### config.mk
export PLATFORM = sky130hd
export DESIGN_NAME = ldtu_gsel_buffer
export DESIGN_NICKNAME = d
export VERILOG_FILES = /design/src/rtl/ldtu_gsel_buffer.sv
export SDC_FILE = /design/constraint.sdc
export NUM_CORES = 1
export LEC_CHECK = 0
export ABC_CLOCK_PERIOD_IN_PS = 3400
export CORE_MARGIN = 2
export CORE_UTILIZATION = 54
export CTS_CLUSTER_SIZE = 8
export DETAILED_ROUTE_END_ITERATION = 8
export GPL_TIMING_DRIVEN = 0
export PLACE_DENSITY_LB_ADDON = 0.25
export SKIP_LAST_GASP = 1
export SYNTH_ARGS = -nofsm -noshare
export SYNTH_HDL_FRONTEND = slang
export SYNTH_SLANG_ARGS = --single-unit
### constraint.sdc
create_clock -name CLK -period 3.4 [get_ports CLK]
set_input_delay 0.51 -clock CLK [delete_from_list [all_inputs] [get_ports CLK]]
set_output_delay 0.51 -clock CLK [all_outputs]
set_load 0.05 [all_outputs]
### src/rtl/ldtu_gsel_buffer.sv
// Dual-gain lookahead buffer: picks x1 for a window opening LOOKAHEAD samples before an x10 saturation.
// Optional saturation-window statistics counter enabled by defining LDTU_GSEL_STATS_EN.
module ldtu_gsel_buffer #(
    parameter int unsigned NBITS     = 12,
    parameter int unsigned DEPTH     = 16,
    parameter int unsigned PTR_W     = 4,
    parameter int unsigned LOOKAHEAD = 3,
    parameter int unsigned WIN_W     = 5,
    parameter int unsigned BASE_BITS = 6
) (
    input  logic               CLK,
    input  logic               rst_b,
    input  logic [1:0]         GAIN_SEL_MODE,
    input  logic [WIN_W-1:0]   WIN_LEN,
    input  logic [NBITS-1:0]   SATURATION_value,
    input  logic [1:0]         shift_gain_10,
    input  logic               in_valid,
    output logic               in_ready,
    input  logic [NBITS-1:0]   DATA_gain_01,
    input  logic [NBITS-1:0]   DATA_gain_10,
    input  logic               flush,
    output logic               out_valid,
    input  logic               out_ready,
    output logic [NBITS:0]     DATA_to_enc,
    output logic               baseline_flag,
    output logic [PTR_W:0]     fill,
    output logic [15:0]        sat_events
);

    localparam int unsigned FILL_W = PTR_W + 1;
    localparam int unsigned HOLD_W = WIN_W + 1;

    logic [NBITS-1:0]  mem_x1  [DEPTH];
    logic [NBITS-1:0]  mem_x10 [DEPTH];
    logic [DEPTH-1:0]  mem_sat;

    logic [PTR_W-1:0]  wr_ptr;
    logic [PTR_W-1:0]  rd_ptr;
    logic [FILL_W-1:0] fill_q;
    logic [HOLD_W-1:0] hold_cnt;
    logic [NBITS-1:0]  sat_val;

    logic              push;
    logic              pop;
    logic              ahead_valid;
    logic [PTR_W-1:0]  ref_ptr;
    logic              ref_sat;
    logic [HOLD_W-1:0] win_base;
    logic [HOLD_W-1:0] win_eff;
    logic              sel_x1;

    // Handshake and lookahead reference, all derived from registered occupancy
    assign in_ready    = fill_q < FILL_W'(DEPTH);
    assign push        = in_valid & in_ready;
    assign ahead_valid = fill_q > FILL_W'(LOOKAHEAD);
    assign out_valid   = ahead_valid | (flush & (fill_q != '0));
    assign pop         = out_valid & out_ready;
    assign ref_ptr     = rd_ptr + PTR_W'(LOOKAHEAD);
    assign ref_sat     = ahead_valid & mem_sat[ref_ptr];
    assign fill        = fill_q;

    // Window never shorter than the lookahead span, so the saturated sample is always covered
    assign win_base = (HOLD_W'(WIN_LEN) > HOLD_W'(LOOKAHEAD + 1)) ? HOLD_W'(WIN_LEN)
                                                                  : HOLD_W'(LOOKAHEAD + 1);
    assign win_eff  = GAIN_SEL_MODE[0] ? (win_base << 1) : win_base;
    assign sel_x1   = GAIN_SEL_MODE[1] ? GAIN_SEL_MODE[0] : (ref_sat | (hold_cnt != '0));

    always_comb begin
        DATA_to_enc   = '0;
        baseline_flag = 1'b0;
        if (out_valid) begin
            DATA_to_enc = sel_x1 ? {1'b1, mem_x1[rd_ptr]} : {1'b0, mem_x10[rd_ptr]};
            if (GAIN_SEL_MODE[1] == 1'b0) begin
                baseline_flag = (DATA_to_enc[NBITS:BASE_BITS] == '0);
            end else begin
                baseline_flag = (DATA_to_enc[NBITS-1:BASE_BITS] == '0);
            end
        end
    end

    // Sample storage is intentionally not reset
    always_ff @(posedge CLK) begin
        if (push) begin
            mem_x1[wr_ptr]  <= DATA_gain_01;
            mem_x10[wr_ptr] <= DATA_gain_10;
            mem_sat[wr_ptr] <= (DATA_gain_10 >= sat_val);
        end
    end

    always_ff @(posedge CLK or negedge rst_b) begin
        if (!rst_b) begin
            wr_ptr   <= '0;
            rd_ptr   <= '0;
            fill_q   <= '0;
            hold_cnt <= '0;
            sat_val  <= '1;
        end else begin
            sat_val <= SATURATION_value >> shift_gain_10;
            if (push) wr_ptr <= wr_ptr + PTR_W'(1);
            if (pop)  rd_ptr <= rd_ptr + PTR_W'(1);
            case ({push, pop})
                2'b10:   fill_q <= fill_q + FILL_W'(1);
                2'b01:   fill_q <= fill_q - FILL_W'(1);
                default: fill_q <= fill_q;
            endcase
            if (GAIN_SEL_MODE[1]) begin
                hold_cnt <= '0;
            end else if (pop) begin
                if (ref_sat)              hold_cnt <= win_eff - HOLD_W'(1);
                else if (hold_cnt != '0)  hold_cnt <= hold_cnt - HOLD_W'(1);
            end
        end
    end

`ifdef LDTU_GSEL_STATS_EN
    logic [15:0] sat_cnt;

    // Counts windows opened from idle; reloads of an open window are not new events
    always_ff @(posedge CLK or negedge rst_b) begin
        if (!rst_b) begin
            sat_cnt <= '0;
        end else if (pop && ref_sat && (hold_cnt == '0) && (sat_cnt != 16'hFFFF)) begin
            sat_cnt <= sat_cnt + 16'd1;
        end
    end

    assign sat_events = sat_cnt;
`else
    assign sat_events = 16'h0000;
`endif

endmodule

==> Word level (Yosys, flattened, before mapping) <==
Memory sizes are Yosys's and may differ from the RTL's.
Index checks and enable logic that the tools add are counted.
{ "word_totals": {"ff_bits": 47, "latch_bits": 0, "ramBits": 384, "rom_bits": 0, "output_inout_bits": 37, "elab_cells": 59, "n_memories": 2} }
{ "memory_table": {"columns": ["memory", "words", "word_bits", "rd", "rd_ports_with_merged_regs", "wr", "line_no", "text"], "rows": [
  ["mem_x1", 16, 12, 1, 0, 1, "33", "logic [NBITS-1:0] mem_x1 [DEPTH];"],
  ["mem_x10", 16, 12, 1, 0, 1, "34", "logic [NBITS-1:0] mem_x10 [DEPTH];"]
]} }
{ "op_classes": {"add_sub_neg": 7, "n_mul": 0, "div_mod_pow": 0, "order_cmp": 7, "eq_ne": 2, "shift": 1, "n_mux": 19, "bitwise": 6, "n_reduce_logical": 9} }
{ "ops": {"columns": ["operator", "n"], "rows": [
  ["6-bit two-way mux", 5],
  ["13-bit two-way mux", 2],
  ["16-bit bitwise mux", 1],
  ["12-bit greater-or-equal comparator", 1],
  ["12-bit by 2-bit >> shifter with 12-bit output", 1],
  ["6-bit by 1-bit subtractor with 6-bit output, second input constant", 2],
  ["4-bit by 5-bit less-than comparator with 1-bit output, second input constant", 2],
  ["5-bit case mux with 2 select lines", 1],
  ["4-bit by 1-bit adder with 4-bit output, second input constant", 2],
  ["7-bit zero test", 1],
  ["1-bit two-way mux", 7],
  ["6-bit zero test", 1],
  ["6-bit nonzero test", 1],
  ["5-bit by 1-bit adder with 5-bit output, second input constant", 1],
  ["5-bit by 2-bit > comparator with 1-bit output, second input constant", 1],
  ["5-bit by 3-bit > comparator with 1-bit output, second input constant", 1],
  ["5-bit less-than comparator, second input constant", 1],
  ["5-bit two-way mux", 1],
  ["5-bit nonzero test", 1],
  ["5-bit by 1-bit subtractor with 5-bit output, second input constant", 1],
  ["4-bit by 2-bit adder with 4-bit output, second input constant", 1],
  ["1-bit AND", 4],
  ["1-bit binary-select mux with 4-bit select", 1],
  ["1-bit demux with 4-bit select", 1],
  ["other kinds (8)", 10]
]} }

==> Logic depth before layout (Yosys ltp) <==
Gate-level depths: netlist of the first run.
{ "depth": {"ltp_word": 10, "mapped_depth": 18, "mapped_depth_nobuf": 14} }

==> Least setup slack after synthesis of the first run <==
No wires, ideal clock.
{ "synth_timing": {"path_type": "register -> output", "start": "register rd_ptr[1]", "end": "output port baseline_flag", "arrival_time_ns": 4.380, "setup_slack_ns": -1.490, "stages_incl_launch_ff": 14, "path_buffers": 4, "path_cell_list": "dfrtp_1 -> buf_2 -> buf_1 -> clkbuf_1 -> inv_1 -> ha_1 -> mux4_2 -> mux2i_1 -> o22a_1 -> buf_6 -> o211ai_1 -> o22ai_1 -> a311oi_2 -> nor4_1"} }
{ "synth_between": {"elab_chain_len": 10, "elab_cells_between_ends": 13, "classes_between": "add/sub: 1; mux: 6; bitwise: 2; reduce/logical: 2; memory: 2"} }
{ "synth_lines": {"columns": ["item", "line_no", "text"], "rows": [
  ["from (decl)", "38", "logic [PTR_W-1:0] rd_ptr;"],
  ["from (signal assigned)", "100", "if (pop) rd_ptr <= rd_ptr + PTR_W'(1);"],
  ["4-bit by 2-bit adder with 4-bit output", "58", "assign ref_ptr = rd_ptr + PTR_W'(LOOKAHEAD);"],
  ["1-bit binary-select mux with 4-bit select", "59", "assign ref_sat = ahead_valid & mem_sat[ref_ptr];"],
  ["1-bit two-way mux (not written as such)", "59", null],
  ["1-bit AND", "59", null],
  ["1-bit bitwise OR", "66", "assign sel_x1 = GAIN_SEL_MODE[1] ? GAIN_SEL_MODE[0] : (ref_sat | (hold_cnt != '0));"],
  ["1-bit two-way mux", "66", null],
  ["13-bit two-way mux *", "72", "DATA_to_enc = sel_x1 ? {1'b1, mem_x1[rd_ptr]} : {1'b0, mem_x10[rd_ptr]};"],
  ["7-bit zero test / 6-bit zero test (equally long branches)", "74, 76", null],
  ["1-bit two-way mux *", "73", "if (GAIN_SEL_MODE[1] == 1'b0) begin"],
  ["1-bit two-way mux *", "71", "if (out_valid) begin"],
  ["to (decl)", "25", "output logic baseline_flag,"]
]} }
Every way passes the cells marked *; elsewhere a longest branch is shown, timed or not. The select of a mux whose other input is x is not followed.

==> Final worst setup path of the first run <==
Ends and elaborated chain as after synthesis.

==> flow_summary.ini, run 1 <==
[placed_design]
dp_hpwl_um = 24000
pre_cts_slack_ns = -1.25
dp.cells = 1428
placed_cell_area_um2 = 19600
io_buffers = 69
place_congestion = 0.824

[setup_path]
cpPeakStageDelay_ns = 0.36
crit_chain = buf_6 -> buf_12 -> clkbuf_16 -> clkinvlp_4 -> ha_4 -> mux4_2 -> mux2i_4 -> buf_4 -> o22ai_4 -> buf_6 -> o22a_1 -> o311a_1 -> a311oi_4 -> buf_4 -> nor4_4 -> buf_6
path_class = flip-flop to output port
worstSetupStartpointType = flip-flop
path_max_fanout = 6
crit_required_ns = 2.89
endpoint_kind = output port
slowest_stage = dfrtp_1
crit_family = buffers and inverters
crit_buf_inv = 8
cp_data_arrival_time_ns = 3.68
crit_top_cell = buf_6

[synth]
synth-edff-count = 400
synth_flop_cell = edfxtp_1
async_flop_share = 0.0719
ys_seq_area_frac = 0.718
synth_seq_cells = 431
synthCells = 890
yosysWarningCount = 0
synth.distinct_cells = 60
synth_area_per_cell_um2 = 20.0
syn_area_um2 = 17800

[clocking]
cts_tree = done
clkSinkCount = 431
cts_max_level = 2
insertion_delay_ns = 0.59
hold_buffers = 0
numCtsBuffers = 59
clkTransAtPathRegs_ns = 0.05
clockBufferDepth = 3
clock-root-buffer = clkbuf_16

[sta]
fin_crit_sh = 1.23
grt_setup_unrepaired = true
final-hold-violation-count = 0
setup_viol = 15
slew_headroom = 0.0383
worst_pin_slew_ns = 1.44
slew_violations = 0
clock-skew-final_ns = 0.0232
setup_ws_ns = -0.788
max_freq_mhz = 239
finalCriticalPeriod_ns = 4.19

[die]
num_rows = 66
die_x_um = 186
start_util = 0.548
core_area_um2 = 32500
die_area_um2 = 34500
fp.dieH_um = 186
ios = 87

[status]
violations = setup timing
outcome = finished with violations

[power]
power_density_nw_per_um2 = 932
finalPower_mw = 20.4
p_sw_frac = 0.343
switchingPower_mw = 7.00
vdd_drop_max_uv = 720
pwr-share-comb = 0.425
total_leakage_power_nw = 7.36
internal_power_mw = 13.4
p_clk_frac = 0.262
power.share.sequential = 0.313

[global_routing]
grt_antenna_before_repair = 0
grt_overflow_total = 0
grt_max_degree = 32
grt_pass1_wl_um = 60900
grt_pass1_vias = 9529
grt_usage = 0.251

[finish]
fill_cells = 2114
diodes = 0
final_area_um2 = 21900
drive_above_1_share = 0.329
syn2layout_area_growth_pct = 22.9
final_cells = 1572
nets = 1152

[run]
maxCapViolCount = 0

[detailed_routing]
drt_iter0_drc = 938
drc = 0
wirelength_um = 41800
viasPerCell = 6.08
wl_per_cell_um = 26.6
vias = 9562
dr.pass1.iters = 5
ant_nets = 0

[hold_path]
hold_path.class = input pin to async pin
per-stage QoR:
step | utilization | setup TNS (ns) | hold WS, ns
after floorplan | - | -0.241 | 0.214
after global placement | 0.593 | -106.04 | 0.515
after global routing | 0.673 | -11.28 | 0.0807
after detailed placement | 0.602 | -28.71 | 0.515
after CTS | 0.668 | -9.82 | 0.0430
final | 0.673 | -9.21 | 0.0446
worst paths after layout:
path | from | endpoint | slack [ns] | depth (start not counted)
worst max-delay path | rd_ptr[1] | baseline_flag | -0.79 | 16
worst min-delay path | rst_b | rd_ptr[3] | 0.04 | 1
worst max register to register | rd_ptr[1] | hold_cnt[4] | -0.05 | 18
worst min register to register | hold_cnt[5] | hold_cnt[5] | 0.54 | 2
max in group asynchronous | rst_b | wr_ptr[3] | 2.82 | 1
min in group CLK | shift_gain_10[0] | sat_val[2] | 0.50 | 2
cells by family (layout without fill, tap and decap cells):
group	count (synthesis)	in the layout	synth area share
DFF	431	431	0.718
muxes	144	144	0.169
and+or+nand+nor	110	110	0.0312
buffers and inverters	88	313	0.0260
AOI/OAI and AO/OA	78	78	0.0313
adders and majority gates	23	23	0.0161
xor gates and xnor gates	15	15	0.00779
other	1	16	0.000210
worst register-to-register path, stage by stage (launching register included):
cell and delay (ns):
dfrtp_1 0.36, buf_6 0.13, buf_12 0.10, clkbuf_16 0.12, clkinvlp_4 0.13, ha_4 0.34
mux4_2 0.35, mux2i_4 0.19, buf_4 0.15, o22ai_4 0.09, buf_6 0.16, buf_4 0.14
mux2i_1 0.16, ha_2 0.23, inv_1 0.07, o311ai_2 0.22, nand2_1 0.11, a21oi_2 0.15
o32ai_1 0.11
cell type report:
class / instances / area [um2] / share of cell area
inverters: 31 / 128 / 0.00583
clock inverters: 3 / 47.5 / 0.00217
well taps: 442 / 553 / 0.0252
repair buffers: 114 / 1280 / 0.0583
multi-input cells: 386 / 5000 / 0.228
flip-flops and latches: 431 / 12800 / 0.584
clock buffers: 109 / 1660 / 0.0760
plain buffers: 56 / 433 / 0.0198
flip-flops by register name, summed over array words and instances (netlist names):
| register | flops |
|---|---|
| mem_x1 | 192 |
| hold_cnt | 6 |
| mem_sat | 16 |
| sat_val | 12 |
| rd_ptr | 4 |
| fill | 5 |
| mem_x10 | 192 |
| wr_ptr | 4 |
Yosys cell counts (8+ instances only):
cell      instances  share of area
a21oi_1          16         0.0045
a22o_1            8         0.0039
and2_1           19         0.0067
buf_2            10         0.0028
buf_4            18         0.0076
clkbuf_1         20         0.0042
dfrtp_1          19          0.027
dfstp_2          12          0.018
edfxtp_1        400           0.67
ha_1             23          0.016
inv_1            29         0.0061
mux2i_1          15         0.0084
mux4_2          125           0.16
nand2_1          23         0.0048
nor2_1           28         0.0059
nor3_1            9         0.0025
o21ai_0          15         0.0042
xnor2_1          10         0.0049
cell usage in the layout (no fill, tap or decap), drive strengths merged, types with 3 or more instances in the layout:
cell type / netlist / layout
a21o: 3 / 3
a21oi: 16 / 16
a221oi: 4 / 4
a22o: 8 / 8
a31oi: 5 / 5
and2: 20 / 20
and3: 3 / 3
buf: 37 / 93
clkbuf: 20 / 132
clkdlybuf4s50: 0 / 54
conb: 1 / 16
dfrtp: 19 / 19
dfstp: 12 / 12
edfxtp: 400 / 400
ha: 23 / 23
inv: 29 / 31
mux2: 3 / 3
mux2i: 16 / 16
mux4: 125 / 125
nand2: 23 / 23
nand2b: 3 / 3
nand3: 5 / 5
nor2: 28 / 28
nor2b: 5 / 5
nor3: 9 / 9
o211ai: 3 / 3
o21ai: 16 / 16
o22a: 3 / 3
o22ai: 3 / 3
xnor2: 10 / 10
xor2: 5 / 5
what timing repair did:
action / 4_1_cts / 5_1_grt
pin swaps: 10 / 9
setup buffers: 22 / 12
gates resized for setup: 140 / 42
gates cloned: 1 / 0
setup endpoints to repair: 34 / 17
hold endpoints to repair: 0 / 0
power by group through the flow:
stage	logic, mW	registers (mW)	clock network [mW]
5_1_grt	9.11	6.43	5.64
6_report	8.68	6.40	5.35
2_1_floorplan	5.08	6.55	0
3_5_place_dp	7.22	6.48	0
3_3_place_gp	7.10	6.48	0
4_1_cts	8.13	6.39	5.41
routing by layer:
metal  part of all wire  global-route usage  vias up  routed length, um
met5                  0                   0        -                  0
met4              0.034              0.0857        0               1430
met3              0.085              0.0472      111               3540
met2               0.49               0.413      498              20500
met1               0.39               0.341     4931              16300
li1                   -                   -     4022                  -
Power figures use the tool's default switching activity.
==> run 2: changes to the inputs <==
--- a/config.mk
+++ b/config.mk
@@ -6,12 +6,14 @@
 export NUM_CORES = 1
 export LEC_CHECK = 0
 export ABC_CLOCK_PERIOD_IN_PS = 3400
+export CAP_MARGIN = 25
 export CORE_MARGIN = 2
 export CORE_UTILIZATION = 54
 export CTS_CLUSTER_SIZE = 8
 export DETAILED_ROUTE_END_ITERATION = 8
 export GPL_TIMING_DRIVEN = 0
 export PLACE_DENSITY_LB_ADDON = 0.25
+export REMOVE_ABC_BUFFERS = 1
 export SKIP_LAST_GASP = 1
 export SYNTH_ARGS = -nofsm -noshare
 export SYNTH_HDL_FRONTEND = slang
==> run 2 against run 1 <==
  * Register-to-register slack gained 0.15 ns
  * Combinational power shrank 4.8%
  * Largest cell class unchanged
  * Count of clock-buffer cells in the layout shrank 14
  * Critical endpoint is now DATA_to_enc[6]
  * The flow finishes with violations (hold timing, setup timing)
  * Flip-flop and latch count is the same
  * Worst hold slack lost 0.055 ns
  * Clock power shrank 2%
  * Design area shrank 0.54%
  * Core utilization shrank 0.36 points
  * Largest power group unchanged
==> flow_summary.ini, run 2 (synthesized netlist as in run 1, its figures left out) <==
[status]
outcome = finished with violations
violations = hold timing, setup timing

[power]
internal_power_mw = 13.4
switchingPower_mw = 6.65
power.share.sequential = 0.327
pwr-share-comb = 0.412
power_density_nw_per_um2 = 920
total_leakage_power_nw = 7.30
finalPower_mw = 20.0
p_sw_frac = 0.332
vdd_drop_max_uv = 472
p_clk_frac = 0.261

[detailed_routing]
drc = 0
wirelength_um = 41500
dr.pass1.iters = 7
ant_nets = 0
drt_iter0_drc = 1013
vias = 9434
wl_per_cell_um = 27.2
viasPerCell = 6.17

[finish]
nets = 1123
postLayoutCoreUtil = 0.670
seqCellArea_um2 = 12800
top_regs = mem_x10: 192 flops, mem_x1: 192 flops, mem_sat: 16 flops
final_area_um2 = 21800
syn2layout_area_growth_pct = 22.2
multi_input_area_um2 = 4820
layout_commonest_cell = edfxtp_1
diodes = 0
fill_cells = 2037
drive_above_1_share = 0.318
most-common-layout-cells = edfxtp_1 (400), mux4_2 (125), clkbuf_16 (59)

[setup_path]
crit_chain = buf_16 -> buf_12 -> mux4_2 -> mux2i_4 -> buf_4 -> o22ai_4 -> nor2_2 -> o311a_1 -> a311oi_2 -> and2_1 -> buf_6
crit_family = compound AO/OA/AOI/OAI gates
cp_data_arrival_time_ns = 3.30
path_max_fanout = 5
crit_buf_inv = 4
cpPeakStageDelay_ns = 0.53
crit_start = rd_ptr[0]
reg2reg_from = rd_ptr[0]
crit_required_ns = 2.89
endpoint_kind = output port
slowest_stage = dfrtp_4
worstSetupStartpointType = flip-flop
path_class = flip-flop to output port

[sta]
max_freq_mhz = 263
clock-skew-final_ns = 0.0139
fin_crit_sh = 1.12
tns_ns = -3.84
setup_ws_ns = -0.409
slew_headroom = 0.484
final-hold-violation-count = 16
worst_pin_slew_ns = 0.772
grt_setup_unrepaired = true
slew_violations = 0
hold_ws_ns = -0.0102
finalCriticalPeriod_ns = 3.81
setup_viol = 14

[placed_design]
dp_hpwl_um = 21500
io_buffers = 70
place_congestion = 0.774
placed_cell_area_um2 = 19300

[global_routing]
use_met1 = 0.329
grt_max_degree = 32
use_met2 = 0.422
grt_overflow_total = 0
grt_pass1_wl_um = 60800
grt_usage = 0.248
grt_pass1_vias = 9627
grt_antenna_before_repair = 0
grt-busiest-layer = met2
grtUsageMet3 = 0.0403

[clocking]
hold_buffers = 0
clkTransAtPathRegs_ns = 0.05
cts_tree = done
cts_max_level = 2
clkSinkCount = 431
insertion_delay_ns = 0.57
clock-root-buffer = clkbuf_16
clockBufferDepth = 3
numCtsBuffers = 59

[die]
num_rows = 66
core_area_um2 = 32500
fp.dieH_um = 186
start_util = 0.548
die_x_um = 186
ios = 87
die_area_um2 = 34500

[hold_path]
hold_path.class = input pin to async pin

[run]
maxCapViolCount = 0
## run 2: metrics by stage
step	instances	setup WS, ns	hold WS (ns)
final	1528	-0.409	-0.0102
after floorplan	848	-4.80	0.214
after CTS	1519	-0.479	0.00210
after detailed placement	1381	-1.75	0.528
after global placement	1360	-6.73	0.517
after global routing	1528	-0.531	0.0429
## run 2: worst paths after layout
kind / cells past startpoint / to / slack (ns)
max: 11 / DATA_to_enc[6] / -0.41
min: 1 / hold_cnt[3] / -0.01
max reg2reg: 15 / hold_cnt[4] / 0.10
min reg2reg: 2 / fill[3] / 0.55
max in group asynchronous: 1 / rd_ptr[0] / 2.90
min in group CLK: 2 / sat_val[11] / 0.54
## run 2: what timing repair did
item	4_1_cts	5_1_grt
resized for setup	133	27
buffers inserted	35	12
pin swaps	7	12
gates cloned	6	0
endpoints found under the hold margin	0	0
setup endpoints to repair	39	16
## run 2: routing by layer
metal	part of all wire	wire length, um
met3	0.075	3100
met4	0.031	1270
met1	0.39	16000
met5	0	0
met2	0.51	21200
## run 2: power by group through the flow
stage	Combinational (mW)	Clock [mW]	Sequential (mW)
after detailed placement	6.13	0	6.89
after global placement	5.25	0	7.16
after global routing	8.67	5.51	6.57
after CTS	7.87	5.28	6.53
after floorplan	4.09	0	7.04
final	8.26	5.23	6.55
## run 2: layout make-up
| type | count | area share |
|---|---|---|
| sequential | 431 | 0.588 |
| multi-input combinational | 386 | 0.221 |
| timing repair buffer | 141 | 0.0839 |
| clock buffer | 95 | 0.0740 |
| tap | 442 | 0.0254 |
| inverter | 31 | 0.00551 |
| clock inverter | 2 | 0.00149 |
